--- config.mk ---
export PLATFORM = sky130hd
export DESIGN_NAME = esp_uart_rx_fifo
export DESIGN_NICKNAME = d
export VERILOG_FILES = /design/src/rtl/esp_uart_rx_fifo.sv
export SDC_FILE = /design/constraint.sdc
export NUM_CORES = 1
export LEC_CHECK = 0
export ABC_AREA = 1
export BUFFER_PORTS_ARGS = -buffer_cell sky130_fd_sc_hd__buf_2
export CELL_PAD_IN_SITES_DETAIL_PLACEMENT = 1
export CELL_PAD_IN_SITES_GLOBAL_PLACEMENT = 1
export CORE_MARGIN = 2
export CORE_UTILIZATION = 35
export DETAILED_ROUTE_END_ITERATION = 7
export PLACE_DENSITY = 0.63
export RECOVER_POWER = 50
export SLEW_MARGIN = 20
export SYNTH_ARGS = -nofsm -noshare
export SYNTH_HDL_FRONTEND = slang
export SYNTH_SLANG_ARGS = --single-unit
--- constraint.sdc ---
create_clock -name clk -period 2.9 [get_ports clk]
set_input_delay 0 -clock clk [delete_from_list [all_inputs] [get_ports clk]]
set_output_delay 0 -clock clk [all_outputs]
set_load 0.01 [all_outputs]
--- src/rtl/esp_uart_rx_fifo.sv ---
// -----------------------------------------------------------------------------
// esp_uart_rx_fifo
//
// Receive buffer that sits directly after the ESP UART receiver. Each received
// byte and each break event is stored in a first-word-fall-through FIFO.
// Sticky overflow, framing and break status bits are kept here, and a
// registered level interrupt is raised for the CPU-side register block.
//
// Entry format: {is_break, data[7:0]}. A break marker is stored as {1, 8'h00}.
//
// Ports
//   clk            in   1             system clock, single domain
//   rst_n          in   1             asynchronous active-low reset
//   rx_data        in   8             received byte, qualified by rx_valid
//   rx_valid       in   1             one-cycle push strobe
//   framing_error  in   1             receiver framing-error level
//   rx_break       in   1             receiver break level, held for the whole
//                                     break ('break' is a reserved word)
//   rd_data        out  8             head entry data (FWFT)
//   rd_break       out  1             head entry is a break marker
//   rd_valid       out  1             FIFO not empty
//   rd_ack         in   1             pop head; ignored while rd_valid=0
//   flush          in   1             empty the FIFO (highest priority)
//   count          out  DEPTH_LOG2+1  number of stored entries
//   overflow       out  1             sticky: push dropped while full
//   framing_seen   out  1             sticky: framing_error rising edge seen
//   break_seen     out  1             sticky: rx_break rising edge seen
//   clr_status     in   1             clear the three sticky bits
//   irq            out  1             registered (count>=IRQ_LEVEL)|overflow|break_seen
// -----------------------------------------------------------------------------
module esp_uart_rx_fifo #(
  parameter int DEPTH_LOG2 = 4,
  parameter int IRQ_LEVEL  = 1
) (
  input  logic                  clk,
  input  logic                  rst_n,
  input  logic [7:0]            rx_data,
  input  logic                  rx_valid,
  input  logic                  framing_error,
  input  logic                  rx_break,
  output logic [7:0]            rd_data,
  output logic                  rd_break,
  output logic                  rd_valid,
  input  logic                  rd_ack,
  input  logic                  flush,
  output logic [DEPTH_LOG2:0]   count,
  output logic                  overflow,
  output logic                  framing_seen,
  output logic                  break_seen,
  input  logic                  clr_status,
  output logic                  irq
);

  localparam int                DEPTH    = 1 << DEPTH_LOG2;
  localparam int                CW       = DEPTH_LOG2 + 1;
  localparam logic [CW-1:0]     FULL_CNT = CW'(DEPTH);
  localparam logic [CW-1:0]     IRQ_CNT  = CW'(IRQ_LEVEL);

  logic [8:0]            mem [DEPTH];
  logic [DEPTH_LOG2-1:0] wr_ptr, rd_ptr;
  logic                  break_q, framing_q;

  logic                  break_rise, framing_rise;
  logic                  full, empty;
  logic                  push_req, pop, do_push, ovf_set;
  logic [8:0]            wdata, head;

  // ---------------------------------------------------------------------------
  // Push / pop qualification
  // ---------------------------------------------------------------------------
  assign break_rise   = rx_break & ~break_q;
  assign framing_rise = framing_error & ~framing_q;

  assign full  = (count == FULL_CNT);
  assign empty = (count == '0);

  // A byte and a break marker in the same cycle: the byte wins and the marker
  // is silently dropped (not an overflow).
  assign push_req = rx_valid | break_rise;
  assign wdata    = rx_valid ? {1'b0, rx_data} : {1'b1, 8'h00};

  assign pop      = rd_ack & ~empty & ~flush;
  // A pop in the same cycle frees the slot, so a push while full still lands.
  assign do_push  = push_req & (~full | pop) & ~flush;
  assign ovf_set  = push_req & full & ~pop & ~flush;

  // ---------------------------------------------------------------------------
  // Pointers and count
  // ---------------------------------------------------------------------------
  // NOTE: sequential state uses non-blocking assignments so every register
  // samples the pre-edge values of the others, independent of block order.
  always_ff @(posedge clk or negedge rst_n) begin
    if (!rst_n) begin
      wr_ptr <= '0;
      rd_ptr <= '0;
      count  <= '0;
    end else if (flush) begin
      wr_ptr <= '0;
      rd_ptr <= '0;
      count  <= '0;
    end else begin
      if (do_push) wr_ptr <= wr_ptr + 1'b1;
      if (pop)     rd_ptr <= rd_ptr + 1'b1;
      unique case ({do_push, pop})
        2'b10:   count <= count + 1'b1;
        2'b01:   count <= count - 1'b1;
        default: count <= count;
      endcase
    end
  end

  // NOTE: the storage array has no reset; its contents are only observable
  // through count-qualified outputs, so resetting it would buy nothing.
  always_ff @(posedge clk) begin
    if (do_push) mem[wr_ptr] <= wdata;
  end

  // ---------------------------------------------------------------------------
  // Edge detectors, sticky status and interrupt
  // ---------------------------------------------------------------------------
  always_ff @(posedge clk or negedge rst_n) begin
    if (!rst_n) begin
      break_q      <= 1'b0;
      framing_q    <= 1'b0;
      overflow     <= 1'b0;
      framing_seen <= 1'b0;
      break_seen   <= 1'b0;
      irq          <= 1'b0;
    end else begin
      break_q      <= rx_break;
      framing_q    <= framing_error;
      // Set wins over a simultaneous clear.
      overflow     <= ovf_set      | (overflow     & ~clr_status);
      framing_seen <= framing_rise | (framing_seen & ~clr_status);
      break_seen   <= break_rise   | (break_seen   & ~clr_status);
      // Built from the current registered state, so irq trails it by a cycle.
      irq          <= (count >= IRQ_CNT) | overflow | break_seen;
    end
  end

  // ---------------------------------------------------------------------------
  // FWFT read side; outputs forced to zero while empty so reset reads as 0.
  // ---------------------------------------------------------------------------
  assign head     = mem[rd_ptr];
  assign rd_valid = ~empty;
  assign rd_data  = rd_valid ? head[7:0] : 8'h00;
  assign rd_break = rd_valid ? head[8]   : 1'b0;

  a_count_bound : assert property (@(posedge clk) disable iff (!rst_n) count <= FULL_CNT);

endmodule
## After elaboration in Yosys (flattened, before gate mapping)

Memory sizes are Yosys's and may differ from the RTL's.
Cells that the tools add are included.

- Register bits after elaboration: 19
- Bits in latches: 0
- Bits in writable memories: 144
- ROM bits: 0
- Input bits: 16
- Output and inout bits: 19
- Logic and storage cells: 59
- Memories: 1

- Add/subtract/negate cells: 4
- $mul: 0
- Div/mod/pow operators: 0
- Order comparisons: 1
- Eq/ne operators: 3
- Shift-type cells: 0
- Mux-type cells: 11
- Bitwise operators: 26
- Reduce and logical (&&, ||, !) cells: 4

Memories:

| memory | depth | bits a word | rd ports | clocked after memory_dff | write ports | RTL line | RTL |
|---|---|---|---|---|---|---|---|
| mem | 16 | 9 | 1 | 0 | 1 | 59 | `logic [8:0] mem [DEPTH];` |

Operators with widths:

| cell | number |
|---|---|
| $mux W4 | 4 |
| $and A1 B1 Y1 | 12 |
| $pmux W5 S2 | 1 |
| $mux W9 | 1 |
| $add A4 B1 Y4 const B | 2 |
| $mux W8 | 1 |
| $not A1 Y1 | 7 |
| $or A1 B1 Y1 | 7 |
| $add A5 B1 Y5 const B | 1 |
| $eq A5 B5 Y1 const B | 1 |
| $ge A5 B1 Y1 const B | 1 |
| $logic_not A5 Y1 | 1 |
| $mux W5 | 1 |
| $sub A5 B1 Y5 const B | 1 |
| $reduce_bool A2 Y1 | 2 |
| $mux W1 | 3 |
| $reduce_bool A3 Y1 | 1 |
| $eq A2 B1 Y1 const B | 1 |
| $eq A2 B2 Y1 const B | 1 |

## Depth between registers and ports, before layout

- Word-level depth: 10
- Mapped depth: 10
- Mapped depth without buffers: 10

## Least setup slack after synthesis

No wires, ideal clock.

- Path type: flip-flop to flip-flop
- From: reg count[0]
- To: mem mem[14][0] (enable)
- Setup time: 0.374 ns
- Arrival time: 1.659 ns
- Required time: 2.526 ns
- Path slack: 0.867 ns
- Cell stages (with the launch flop): 8
- Path buffers: 0
- Clock period less this slack: 2.033 ns
- Cell sequence: dfrtp_1 -> inv_1 -> ha_1 -> nand3_4 -> nand3_4 -> nand3_4 -> nand2_4 -> nor2_1

- Longest elaborated chain between the ends: 9
- Elaborated cells between the ends (all ways): 11
- Classes of those cells: eq/ne (1); mux (2); bitwise (7); reduce/logical (1)

Ends and longest elaborated chain:

| element | RTL line | RTL |
|---|---|---|
| start: declaration | 46 | `output logic [DEPTH_LOG2:0] count,` |
| start signal: assignment | 105 | `2'b10: count <= count + 1'b1;` |
| start signal: assignment | 106 | `2'b01: count <= count - 1'b1;` |
| start signal: assignment | 107 | `default: count <= count;` |
| $logic_not A5 Y1 | 75 | `assign empty = (count == '0);` |
| $not A1 Y1 | -- |  |
| via rd_valid | 43 | `output logic rd_valid,` |
| $and A1 B1 Y1 (2 in series) | 82 | `assign pop = rd_ack & ~empty & ~flush;` |
| $or A1 B1 Y1 | 84 | `assign do_push = push_req & (~full \| pop) & ~flush;` |
| $and A1 B1 Y1 (2 in series) | 84 |  |
| $mux W1 | 115 | `if (do_push) mem[wr_ptr] <= wdata;` |
| $mux W1 (implied by the code) | 115 |  |
| end: declaration | 59 |  |

The timed path passes the listed nets, and every way through them passes these cells.

## Worst setup path in the final report

- From: reg rd_ptr[1]
- To: out rd_data[4]

- Longest elaborated chain between the ends: 2

Ends and longest elaborated chain:

| element | RTL line | RTL |
|---|---|---|
| start: declaration | 60 | `logic [DEPTH_LOG2-1:0] wr_ptr, rd_ptr;` |
| start signal: assignment | 103 | `if (pop) rd_ptr <= rd_ptr + 1'b1;` |
| $mem_v2 Z16 W9 | -- |  |
| $mux W8 | 146 | `assign rd_data = rd_valid ? head[7:0] : 8'h00;` |
| end: declaration | 41 | `output logic [7:0] rd_data,` |

No other way between the ends.

==> results.md <==
* WS Path Type: flip-flop to primary output
* Crit. End Element: primary output
* Net Count, Synth at 697
* Vias in the first global route at 5291
* Core area at 0.02030 mm²
* Fin crit share at 90.28%
* Post-Synthesis Mean Instance Area at 10.78 µm²
* Slew @ Worst Pin at 1.153 ns
* RR Startpoint: count[0]
* Run status: finished clean
* Routed wire length per instance at 20.61 µm
* Crit path launch type: flip-flop
* Overall power at 6.318 mW
* Via count at 5016
* Synthesized cell area at 0.007243 mm²
* Largest net degree at the start of global routing at 75
* Synth warn at 0
* Final setup viols at 0
* RSZ-0062 raised after global routing: no
* Die X-Extent at 147.9 µm
* First-pass GRT wire length at 31130 µm
* GP Congestion at 0.8472
* CTS sink cnt at 163
* Min-Delay Path Class: primary input to flip-flop
* Vias/cell at 5.082
* Critical Path RT at 2.90 ns
* Die H at 147.9 µm
* Ant diodes at 0
* Max Clock Freq at 0.3820 GHz
* Cells after DPL at 951
* Util after Layout at 40.70%
* Hpwl dp at 13360 µm
* Max-Cap Viols at 0
* Clock skew at 0.01306 ns
* Clk_lat worst skew at 0.43 ns
* Period minus WS final at 2.618 ns
* FP Rows at 52
* Initial drt markers at 341
* Reg clk slew, reported paths at 0.06 ns
* Pwr Density at 764.8 mW/mm²
* GR Overflow Total at 0
* Max_slew headroom at 23.17%
* Overall Global Routing Usage at 19.52%
* Final Instance Count excl. Fillers at 987
* Die area at 0.02186 mm²
* Ports at 35
* Fillcell total at 2272
* CTS HTree Levels at 4
* Post-synthesis sequential area ratio at 66.26%
* Number of port buffers at 34
* VDD IR-drop max at 0.0004461 V
* Static Leakage at 3.199 nW
* Post-cts repair resize count at 0
* Hold_sp: framing_error
* Worst path arrival time at 2.62 ns
* Nets@finish at 731
* Final Max Slew Viols at 0
* Final ANT Viol Nets at 0
* Max FO, Critical Path at 37
* Setup TNS at 0 ns
* Starting Density at 35.68%
* Final Hold Fails at 0
* TritonCTS Buffers at 17
* CTS tree: done
* DRC viols at 0
* WHS at 0.2613 ns
* DR pass1 iterations at 4
* Root buffer cell: clkbuf_16
* Clock Tree Buf Depth at 2
* Unique cell type count in the Yosys netlist at 30
* Syn-to-layout area delta at 14.06%
* #FFs+latches synth at 163
* CP Launch Point: rd_ptr[1]
* Fraction of layout cells with a size suffix above 1 at 11.85%
* Initial antenna violation count at 0
* WL final at 20340 µm
* Post-Synthesis Cells at 672
==> final cells by class <==
| cell class | instances | area, µm² | share of cell area, % |
|---|---|---|---|
| flip-flops and latches | 163 | 4801 | 58.11 |
| multi-input cells | 440 | 2128 | 25.76 |
| clock buffers | 20 | 436.7 | 5.285 |
| well taps | 270 | 337.8 | 4.089 |
| repair buffers | 50 | 319.1 | 3.862 |
| inverters | 34 | 127.6 | 1.545 |
| clock inverters | 10 | 111.4 | 1.348 |
==> report_power, final <==
| part | leakage (nW) | internal, mW | switching [mW] | total (mW) |
|---|---|---|---|---|
| clock network | 0.265 | 1.25 | 0.874 | 2.13 |
| logic | 1.37 | 0.449 | 0.997 | 1.45 |
| registers | 1.56 | 2.63 | 0.116 | 2.75 |
==> worst max-delay path: stages, from the launching register on <==
cell and delay, ns:
dfrtp_1 0.76, inv_2 0.48, nand3_1 0.27, nand3_1 0.11
nand2_1 0.10, nand2_1 0.05, a21oi_1 0.23, buf_2 0.18
==> path summary, 6_finish.rpt <==
kind                                      to  slack [ns]  cells past startpoint
worst max-delay path              rd_data[4]        0.28                      7
worst min-delay path               framing_q        0.26                      2
worst max register to register     mem[2][8]        0.72                      8
worst min register to register  framing_seen        0.42                      1
max in group asynchronous          rd_ptr[0]        1.79                      2
min in group asynchronous                irq        0.35                      2
==> flip-flops by register name, summed over array words and instances (netlist names), 4 cells and up <==
name	count
wr_ptr	4
rd_ptr	4
mem	144
count	5
==> cells in the mapped netlist (all sizes together) <==
library cell / count / area share [%]
xor2: 5 / 0.60
and2: 1 / 0.10
inv: 33 / 1.7
xnor2: 1 / 0.12
o22ai: 2 / 0.17
o21ai: 9 / 0.62
edfxtp: 144 / 60
clkinv: 1 / 0.052
buf: 29 / 2.3
nand3: 124 / 9.2
ha: 9 / 1.6
clkbuf: 6 / 0.31
nand4: 8 / 0.78
nor3: 2 / 0.14
nor2: 28 / 2.7
dfrtp: 19 / 6.6
nand2: 239 / 12
a21oi: 12 / 0.83
==> cells by family after synthesis <==
family                   Yosys count  synth area share [%]
XOR/XNOR                           6                0.7255
AND/OR/NAND/NOR                  402                 25.48
flip-flops                       163                 66.26
adder cells (fa/ha/maj)            9                 1.555
buffers and inverters             69                 4.353
AO/OA/AOI/OAI                     23                 1.624
==> cells in the final DEF, fill, tap and decap left out, drive strengths merged, types with 9 or more instances in the layout <==
cell type and n:
edfxtp 144, dfrtp 19, o21ai 9, buf 35
ha 9, nand3 124, nand2 239, clkbuf 29
nor2 28, inv 34, a21oi 12
==> routing by layer <==
| metal | global-route usage [%] | wire, µm |
|---|---|---|
| met1 | 26.44 | 9210 |
| met2 | 31.98 | 9894 |
| met3 | 4.105 | 997 |
| met4 | 5.476 | 242 |
| met5 | 0 | 0 |
==> per-stage QoR <==
step | instance area, µm² | setup slack (ns)
2_1_floorplan | 7243 | 0.8668
3_3_place_gp | 7665 | 0.8079
3_5_place_dp | 7665 | 0.7211
4_1_cts | 8273 | 0.2824
5_1_grt | 8262 | 0.09083
6_report | 8262 | 0.2819
==> timing repair <==
item,CTS,global route
hold endpoints to repair,29,0
buffers inserted,0,0
hold buffers,6,0
Power figures use the tool's default switching activity.
